<file path="config.mk">
export PLATFORM = sky130hd
export DESIGN_NAME = pipe_stage_reg_flat
export DESIGN_NICKNAME = d
export VERILOG_FILES = /design/src/rtl/pipe_stage_reg_pkg.sv /design/src/rtl/pipe_stage_reg_if.sv /design/src/rtl/pipe_stage_reg_slot.sv /design/src/rtl/pipe_stage_reg.sv /design/src/flat_wrapper.sv
export SDC_FILE = /design/constraint.sdc
export NUM_CORES = 2
export LEC_CHECK = 0
export ABC_AREA = 1
export BUFFER_PORTS_ARGS = -buffer_cell sky130_fd_sc_hd__clkbuf_2
export CAP_MARGIN = 20
export CORE_AREA = 2 2 233 235
export CTS_CLUSTER_DIAMETER = 60
export DETAILED_ROUTE_END_ITERATION = 10
export DIE_AREA = 0 0 235 237
export PLACE_DENSITY = 0.77
export SETUP_SLACK_MARGIN = 0.15
export SLEW_MARGIN = 5
export SYNTH_ARGS = -nofsm -noshare
export SYNTH_HDL_FRONTEND = slang
export SYNTH_HIERARCHICAL = 1
export SYNTH_SLANG_ARGS = --single-unit
</file>
<file path="constraint.sdc">
create_clock -name clk -period 25.1 [get_ports clk]
set_input_delay 5.02 -clock clk [delete_from_list [all_inputs] [get_ports clk]]
set_output_delay 5.02 -clock clk [all_outputs]
set_load 0.1 [all_outputs]
</file>
<file path="src/rtl/pipe_stage_reg_pkg.sv">
// Shared pipeline-stage definitions: payload widths, ctrl/data field offsets, FSM encoding.
package pipe_stage_reg_pkg;

  // Default per-stage payload widths
  localparam int unsigned STAGE_CTRL_WIDTH = 10;
  localparam int unsigned STAGE_DATA_WIDTH = 284;
  localparam int unsigned OCC_WIDTH        = 2;

  // Ctrl word bit offsets (one bit per field)
  localparam int unsigned CTRL_REG_WRITE  = 0;
  localparam int unsigned CTRL_MEM_WRITE  = 1;
  localparam int unsigned CTRL_MEM_READ   = 2;
  localparam int unsigned CTRL_MEM_TO_REG = 3;
  localparam int unsigned CTRL_JUMP_SRC   = 4;
  localparam int unsigned CTRL_JALR_SRC   = 5;
  localparam int unsigned CTRL_U_SRC      = 6;
  localparam int unsigned CTRL_UJ_SRC     = 7;
  localparam int unsigned CTRL_ALU_SRC    = 8;
  localparam int unsigned CTRL_ALU_FPU    = 9;

  // Ctrl word as a packed struct; MSB first so reg_write lands on bit 0
  typedef struct packed {
    logic alu_fpu;
    logic alu_src;
    logic uj_src;
    logic u_src;
    logic jalr_src;
    logic jump_src;
    logic mem_to_reg;
    logic mem_read;
    logic mem_write;
    logic reg_write;
  } ctrl_t;

  // Data word field widths
  localparam int unsigned XLEN_W    = 64;
  localparam int unsigned REG_IDX_W = 5;
  localparam int unsigned FUNCT3_W  = 3;
  localparam int unsigned FUNCT7_W  = 7;
  localparam int unsigned RSVD_W    = 3;

  // Data word field offsets (LSB of each field)
  localparam int unsigned DATA_PC_LSB     = 0;
  localparam int unsigned DATA_OP_A_LSB   = DATA_PC_LSB + XLEN_W;
  localparam int unsigned DATA_OP_B_LSB   = DATA_OP_A_LSB + XLEN_W;
  localparam int unsigned DATA_IMM_LSB    = DATA_OP_B_LSB + XLEN_W;
  localparam int unsigned DATA_RS1_LSB    = DATA_IMM_LSB + XLEN_W;
  localparam int unsigned DATA_RS2_LSB    = DATA_RS1_LSB + REG_IDX_W;
  localparam int unsigned DATA_RD_LSB     = DATA_RS2_LSB + REG_IDX_W;
  localparam int unsigned DATA_FUNCT3_LSB = DATA_RD_LSB + REG_IDX_W;
  localparam int unsigned DATA_FUNCT7_LSB = DATA_FUNCT3_LSB + FUNCT3_W;
  localparam int unsigned DATA_RSVD_LSB   = DATA_FUNCT7_LSB + FUNCT7_W;
  localparam int unsigned DATA_END        = DATA_RSVD_LSB + RSVD_W;

  // Stage FSM; the encoding doubles as the live-entry count
  typedef enum logic [1:0] {
    ST_EMPTY = 2'd0,
    ST_ONE   = 2'd1,
    ST_TWO   = 2'd2
  } state_e;

  // Occupancy reported for a given state
  function automatic logic [OCC_WIDTH-1:0] state_occ(input state_e s);
    return OCC_WIDTH'(s);
  endfunction

endpackage

</file>
<file path="src/rtl/pipe_stage_reg_if.sv">
// Stage handshake bundle: upstream valid/ready/payload, downstream valid/ready/payload, flush, occupancy.
interface pipe_stage_reg_if
  import pipe_stage_reg_pkg::*;
#(
  parameter int unsigned CTRL_WIDTH = STAGE_CTRL_WIDTH,
  parameter int unsigned DATA_WIDTH = STAGE_DATA_WIDTH
);

  logic                  flush;
  logic                  in_valid;
  logic                  in_ready;
  logic [CTRL_WIDTH-1:0] in_ctrl;
  logic [DATA_WIDTH-1:0] in_data;
  logic                  out_valid;
  logic                  out_ready;
  logic [CTRL_WIDTH-1:0] out_ctrl;
  logic [DATA_WIDTH-1:0] out_data;
  logic [OCC_WIDTH-1:0]  occupancy;

  // Surrounding pipeline: feeds the stage and consumes its output
  modport master (
    output flush, in_valid, in_ctrl, in_data, out_ready,
    input  in_ready, out_valid, out_ctrl, out_data, occupancy
  );

  // The stage register itself
  modport slave (
    input  flush, in_valid, in_ctrl, in_data, out_ready,
    output in_ready, out_valid, out_ctrl, out_data, occupancy
  );

endinterface

</file>
<file path="src/rtl/pipe_stage_reg_slot.sv">
// Single payload slot: valid + ctrl + data with load and kill; ctrl is zeroed whenever the slot empties.
module pipe_slot
  import pipe_stage_reg_pkg::*;
#(
  parameter int unsigned CTRL_WIDTH = STAGE_CTRL_WIDTH,
  parameter int unsigned DATA_WIDTH = STAGE_DATA_WIDTH
) (
  input  logic                  clk,
  input  logic                  rst,
  input  logic                  load,
  input  logic                  clear,
  input  logic                  clear_data,
  input  logic [CTRL_WIDTH-1:0] ld_ctrl,
  input  logic [DATA_WIDTH-1:0] ld_data,
  output logic                  valid,
  output logic [CTRL_WIDTH-1:0] ctrl,
  output logic [DATA_WIDTH-1:0] data
);

  // Slot storage; clear wins over load so a kill can never be overwritten
  always_ff @(posedge clk or posedge rst) begin
    if (rst) begin
      valid <= 1'b0;
      ctrl  <= '0;
      data  <= '0;
    end else if (clear) begin
      valid <= 1'b0;
      ctrl  <= '0;
      if (clear_data) begin
        data <= '0;
      end
    end else if (load) begin
      valid <= 1'b1;
      ctrl  <= ld_ctrl;
      data  <= ld_data;
    end
  end

endmodule

</file>
<file path="src/rtl/pipe_stage_reg.sv">
// Pipeline stage register: valid/ready handshake, sync flush, optional 2-entry skid with registered in_ready.
module pipe_stage_reg
  import pipe_stage_reg_pkg::*;
#(
  parameter int unsigned CTRL_WIDTH = STAGE_CTRL_WIDTH,
  parameter int unsigned DATA_WIDTH = STAGE_DATA_WIDTH,
  parameter bit          SKID       = 1'b1,
  parameter bit          FLUSH_DATA = 1'b0
) (
  input logic             clk,
  input logic             rst,
  pipe_stage_reg_if.slave bus
);

  state_e                state_q;
  state_e                state_d;

  logic                  in_ready_int;
  logic                  fire_in;
  logic                  fire_out;

  logic                  m_load;
  logic                  m_from_s;
  logic                  m_clear;
  logic                  clr_data;
  logic [CTRL_WIDTH-1:0] m_ld_ctrl;
  logic [DATA_WIDTH-1:0] m_ld_data;

  logic                  m_valid;
  logic [CTRL_WIDTH-1:0] m_ctrl;
  logic [DATA_WIDTH-1:0] m_data;

  logic                  s_valid;
  logic [CTRL_WIDTH-1:0] s_ctrl;
  logic [DATA_WIDTH-1:0] s_data;

  // Handshake qualifiers; flush drops any offered input
  assign fire_out = m_valid & bus.out_ready;
  assign fire_in  = bus.in_valid & in_ready_int & ~bus.flush;

  // State register
  always_ff @(posedge clk or posedge rst) begin
    if (rst) begin
      state_q <= ST_EMPTY;
    end else begin
      state_q <= state_d;
    end
  end

  // Next-state logic
  always_comb begin
    state_d = state_q;
    if (bus.flush) begin
      state_d = ST_EMPTY;
    end else begin
      case (state_q)
        ST_EMPTY: begin
          if (fire_in) begin
            state_d = ST_ONE;
          end
        end
        ST_ONE: begin
          if (fire_in && !fire_out) begin
            state_d = SKID ? ST_TWO : ST_ONE;
          end else if (!fire_in && fire_out) begin
            state_d = ST_EMPTY;
          end
        end
        ST_TWO: begin
          if (fire_out) begin
            state_d = ST_ONE;
          end
        end
        default: state_d = ST_EMPTY;
      endcase
    end
  end

  // Main-slot control: load from input or from the skid slot, or kill
  always_comb begin
    m_load   = 1'b0;
    m_from_s = 1'b0;
    m_clear  = 1'b0;
    clr_data = 1'b0;
    if (bus.flush) begin
      m_clear  = 1'b1;
      clr_data = FLUSH_DATA;
    end else begin
      case (state_q)
        ST_EMPTY: begin
          m_load = fire_in;
        end
        ST_ONE: begin
          if (fire_in && fire_out) begin
            m_load = 1'b1;
          end else if (fire_out) begin
            m_clear = 1'b1;
          end
        end
        ST_TWO: begin
          if (fire_out) begin
            m_load   = s_valid;
            m_from_s = 1'b1;
            m_clear  = ~s_valid;
          end
        end
        default: m_clear = 1'b1;
      endcase
    end
  end

  // Main-slot load source: skid slot drains first to keep FIFO order
  assign m_ld_ctrl = m_from_s ? s_ctrl : bus.in_ctrl;
  assign m_ld_data = m_from_s ? s_data : bus.in_data;

  pipe_slot #(
    .CTRL_WIDTH (CTRL_WIDTH),
    .DATA_WIDTH (DATA_WIDTH)
  ) u_m (
    .clk        (clk),
    .rst        (rst),
    .load       (m_load),
    .clear      (m_clear),
    .clear_data (clr_data),
    .ld_ctrl    (m_ld_ctrl),
    .ld_data    (m_ld_data),
    .valid      (m_valid),
    .ctrl       (m_ctrl),
    .data       (m_data)
  );

  if (SKID) begin : g_skid
    logic s_load;
    logic s_clear;
    logic in_ready_q;

    // Skid slot catches the input that arrives while M is stalled
    assign s_load  = (state_q == ST_ONE) & fire_in & ~fire_out;
    assign s_clear = bus.flush | ((state_q == ST_TWO) & fire_out);

    pipe_slot #(
      .CTRL_WIDTH (CTRL_WIDTH),
      .DATA_WIDTH (DATA_WIDTH)
    ) u_s (
      .clk        (clk),
      .rst        (rst),
      .load       (s_load),
      .clear      (s_clear),
      .clear_data (clr_data),
      .ld_ctrl    (bus.in_ctrl),
      .ld_data    (bus.in_data),
      .valid      (s_valid),
      .ctrl       (s_ctrl),
      .data       (s_data)
    );

    // Registered ready: accept unless the stage will be full next cycle
    always_ff @(posedge clk or posedge rst) begin
      if (rst) begin
        in_ready_q <= 1'b1;
      end else begin
        in_ready_q <= (state_d != ST_TWO);
      end
    end

    assign in_ready_int = in_ready_q;
  end else begin : g_noskid
    assign s_valid      = 1'b0;
    assign s_ctrl       = '0;
    assign s_data       = '0;
    // Combinational ready: free, or the held entry leaves this cycle
    assign in_ready_int = ~m_valid | bus.out_ready;
  end

  // Outputs; ctrl is masked so a bubble can never carry write enables
  assign bus.in_ready  = in_ready_int;
  assign bus.out_valid = m_valid;
  assign bus.out_ctrl  = m_valid ? m_ctrl : '0;
  assign bus.out_data  = m_data;
  assign bus.occupancy = state_occ(state_q);

endmodule

</file>
<file path="src/flat_wrapper.sv">
// flat-port wrapper written by rule: the top's interface ports become plain ports
module pipe_stage_reg_flat import pipe_stage_reg_pkg::*;
#(
  parameter int unsigned CTRL_WIDTH = STAGE_CTRL_WIDTH,
  parameter int unsigned DATA_WIDTH = STAGE_DATA_WIDTH,
  parameter bit          SKID       = 1'b1,
  parameter bit          FLUSH_DATA = 1'b0
)
  (clk, rst, bus_flush, bus_in_valid, bus_in_ctrl, bus_in_data, bus_out_ready, bus_in_ready, bus_out_valid, bus_out_ctrl, bus_out_data, bus_occupancy);
  pipe_stage_reg_if #(.CTRL_WIDTH(CTRL_WIDTH), .DATA_WIDTH(DATA_WIDTH)) bus_i ();
  input logic clk;
  input logic rst;
  input wire logic [$bits(bus_i.flush)-1:0] bus_flush;
  input wire logic [$bits(bus_i.in_valid)-1:0] bus_in_valid;
  input wire logic [$bits(bus_i.in_ctrl)-1:0] bus_in_ctrl;
  input wire logic [$bits(bus_i.in_data)-1:0] bus_in_data;
  input wire logic [$bits(bus_i.out_ready)-1:0] bus_out_ready;
  output wire logic [$bits(bus_i.in_ready)-1:0] bus_in_ready;
  output wire logic [$bits(bus_i.out_valid)-1:0] bus_out_valid;
  output wire logic [$bits(bus_i.out_ctrl)-1:0] bus_out_ctrl;
  output wire logic [$bits(bus_i.out_data)-1:0] bus_out_data;
  output wire logic [$bits(bus_i.occupancy)-1:0] bus_occupancy;
  assign bus_i.flush = bus_flush;
  assign bus_i.in_valid = bus_in_valid;
  assign bus_i.in_ctrl = bus_in_ctrl;
  assign bus_i.in_data = bus_in_data;
  assign bus_i.out_ready = bus_out_ready;
  assign bus_in_ready = bus_i.in_ready;
  assign bus_out_valid = bus_i.out_valid;
  assign bus_out_ctrl = bus_i.out_ctrl;
  assign bus_out_data = bus_i.out_data;
  assign bus_occupancy = bus_i.occupancy;
  pipe_stage_reg #(.CTRL_WIDTH(CTRL_WIDTH), .DATA_WIDTH(DATA_WIDTH), .SKID(SKID), .FLUSH_DATA(FLUSH_DATA)) u_core (.clk(clk), .rst(rst), .bus(bus_i));
endmodule
</file>
==> impl_metrics.tcl <==
set metrics [dict create \
    status "finished with violations" \
    violations "max-slew violations" \
    syn_avg_cell_area_sq_um 7.66 \
    root_buffer "clkbuf_16" \
    crit_fanout 115 \
    finalClockSkew_ns 0.0173 \
    crit_buf_inv 4 \
    drt_pass1_iterations 5 \
    drive_gt1_frac 0.182 \
    io_pins 597 \
    std_cell_rows 85 \
    cts_buffer_depth 3 \
    die_width_um 235 \
    drt_iter0_markers 3001 \
    grt_max_degree 285 \
    start_util 0.518 \
    slowest_delay_ns 0.96 \
    yosysSeqAreaShare 0.538 \
    postCtsHoldBufs 0 \
    period_share 0.331 \
    ys_warn_count 6 \
    worstSetupPathType "input port to register" \
    cap_violations 0 \
    grt_first_pass_wirelength_um 135000 \
    ant_nets 0 \
    max_slew_margin -6.27 \
    area_growth_pct 18.3 \
    cts_buffers 61 \
    place_congestion 0.838 \
    fin_crit_ns 8.31 \
    hpwlAfterDp_um 50600 \
    fmax_mhz 120 \
    syn_inst 3604 \
    slowest_stage "nor2_4" \
    track_usage 0.300 \
    portBuffers 596 \
    setup_violations 0 \
    start_kind "input port" \
    cts.htree.levels 2 \
    postCtsSetupBuffers 0 \
    mostFrequentLayoutCells "nand2_1 (1805), nand3_1 (866), clkbuf_2 (596)" \
    critPathRequiredTime_ns 25.64 \
    clock_latency_ns 0.62 \
    rsz0062_at_grt "false" \
    grt_pass1_vias 24000 \
    hold_path.class "register to register" \
    setup_tns_ns 0 \
    cp_top_family "buffers and inverters" \
    wirelength_um 86700 \
    die_area_sq_mm 0.0557 \
    finalHoldViolations 0 \
    cts_tree "built" \
    via_count 26300 \
    cp.arrival_ns 8.86 \
    syn_area_sq_mm 0.0276 \
    tritoncts_num_sinks 593 \
    worst_pin_slew_ns 10.91 \
    avgRoutedWirePerCell_um 18.2 \
    drt-vias-per-instance 5.51 \
    crit_path_end_kind "register" \
    slew_violations 570 \
    post_cts_resize_count 0 \
    final_common_cell "nand2_1" \
    num-nets-final 4302 \
    final.setup.worst_slack_ns 16.79 \
    synth-seq-cells 593 \
    overflow 0 \
    p_per_area_mw_per_mm2 75.9 \
    crit_chain "clkbuf_2 -> inv_8 -> nand3_1 -> nand3_1 -> o2111ai_1 -> nor2_4 -> buf_4 -> buf_4 -> nand2_1 -> nand2_1" \
    core_region_area_sq_mm 0.0533 \
    synth.distinct_cells 18 \
    die_h_um 237 \
    pre_cts_ws_ns 16.16 \
    p_leak_nw 19.6 \
    ir_drop_mv 0.0552 \
    drc 0 \
    antenna_found_initial 24 \
    path_clk_slew_ns 0.06 \
]
[cells in the mapped netlist]
cell | instances | area [sq um]
a21oi_1 | 2 | 10.0
buf_2 | 223 | 1120
nor3_1 | 1 | 5.00
clkbuf_1 | 36 | 135
conb_1 | 1 | 3.75
nor2_4 | 3 | 33.8
o21ai_0 | 1 | 5.00
nand2_1 | 1807 | 6780
inv_2 | 3 | 11.3
nand3_1 | 866 | 4330
o2111ai_1 | 1 | 8.76
nand2_2 | 2 | 12.5
dfstp_2 | 1 | 26.3
nor2_1 | 18 | 67.6
dfrtp_1 | 592 | 14800
buf_1 | 14 | 52.6
inv_1 | 19 | 71.3
buf_4 | 14 | 105
[final timing paths]
path                                            from                     endpoint  slack, ns  cells past startpoint
hold / removal             u_core/g_skid.u_s/ctrl[5]    u_core/g_skid.u_s/ctrl[5]       0.48                      2
min in group asynchronous                        rst      u_core/bus.occupancy[1]       4.40                      2
setup / recovery                           bus_flush         u_core/u_m/data[127]      16.79                     10
hold reg to reg            u_core/g_skid.u_s/ctrl[5]    u_core/g_skid.u_s/ctrl[5]       0.48                      2
setup reg to reg                    u_core/u_m/valid         u_core/u_m/data[127]      20.75                     12
max in group asynchronous                        rst  u_core/g_skid.u_s/data[140]      18.92                      3
[stage by stage]
| step | instance area, sq um | hold slack (ns) | utilization | cells | total power [mW] |
|---|---|---|---|---|---|
| 3_5_place_dp | 30300 | 0.468 | 0.569 | 4633 | 1.48 |
| 5_1_grt | 32600 | 0.502 | 0.613 | 4763 | 2.56 |
| 4_1_cts | 32500 | 0.485 | 0.610 | 4744 | 2.48 |
| 6_report | 32600 | 0.482 | 0.613 | 4766 | 2.48 |
| 2_1_floorplan | 27600 | 0.449 | - | 3605 | 1.38 |
| 3_3_place_gp | 30300 | 0.462 | 0.569 | 4633 | 1.48 |
[metal layers]
metal	up-vias	wire length [um]	global-route usage
met5	-	68	0
met4	10	3870	0.149
met3	213	7690	0.0663
met2	1252	40800	0.457
met1	12500	34300	0.408
li1	12300	-	-
[state kept, by name, summed over array words and instances (netlist names)]
signal                   count
u_core/u_m/data            284
u_core/u_m/ctrl             10
u_core/bus.occupancy         2
u_core/u_m/valid             1
u_core/g_skid.u_s/valid      1
u_core/g_skid.u_s/ctrl      10
u_core/bus.in_ready          1
u_core/g_skid.u_s/data     284
[layout make-up]
class | count | area [sq um]
Fill cell | 4759 | 20600
Sequential cell | 593 | 14800
Multi-Input combinational cell | 2703 | 11300
Timing Repair Buffer | 622 | 3260
Clock buffer | 86 | 1810
Tap cell | 696 | 871
Clock inverter | 25 | 418
Inverter | 22 | 105
Antenna cell | 19 | 47.5
[where the power goes]
part / internal [mW] / switching (mW) / total (mW)
clock: 0.614 / 0.388 / 1.00
combinational: 0.0720 / 0.367 / 0.439
sequential: 1.00 / 0.0328 / 1.04
total: 1.69 / 0.789 / 2.48
[cell families after synthesis]
logic type	share of synthesized area
AO/OA/AOI/OAI	0.000861
other	0.000136
buffers and inverters	0.0540
flip-flops	0.538
AND/OR/NAND/NOR	0.407
[worst min-delay path: stages, from the launching register on]
cell	delay, ns
dfrtp_1	0.34
nand2_1	0.05
nand2_1	0.06
(Power assumes the default switching activity.)
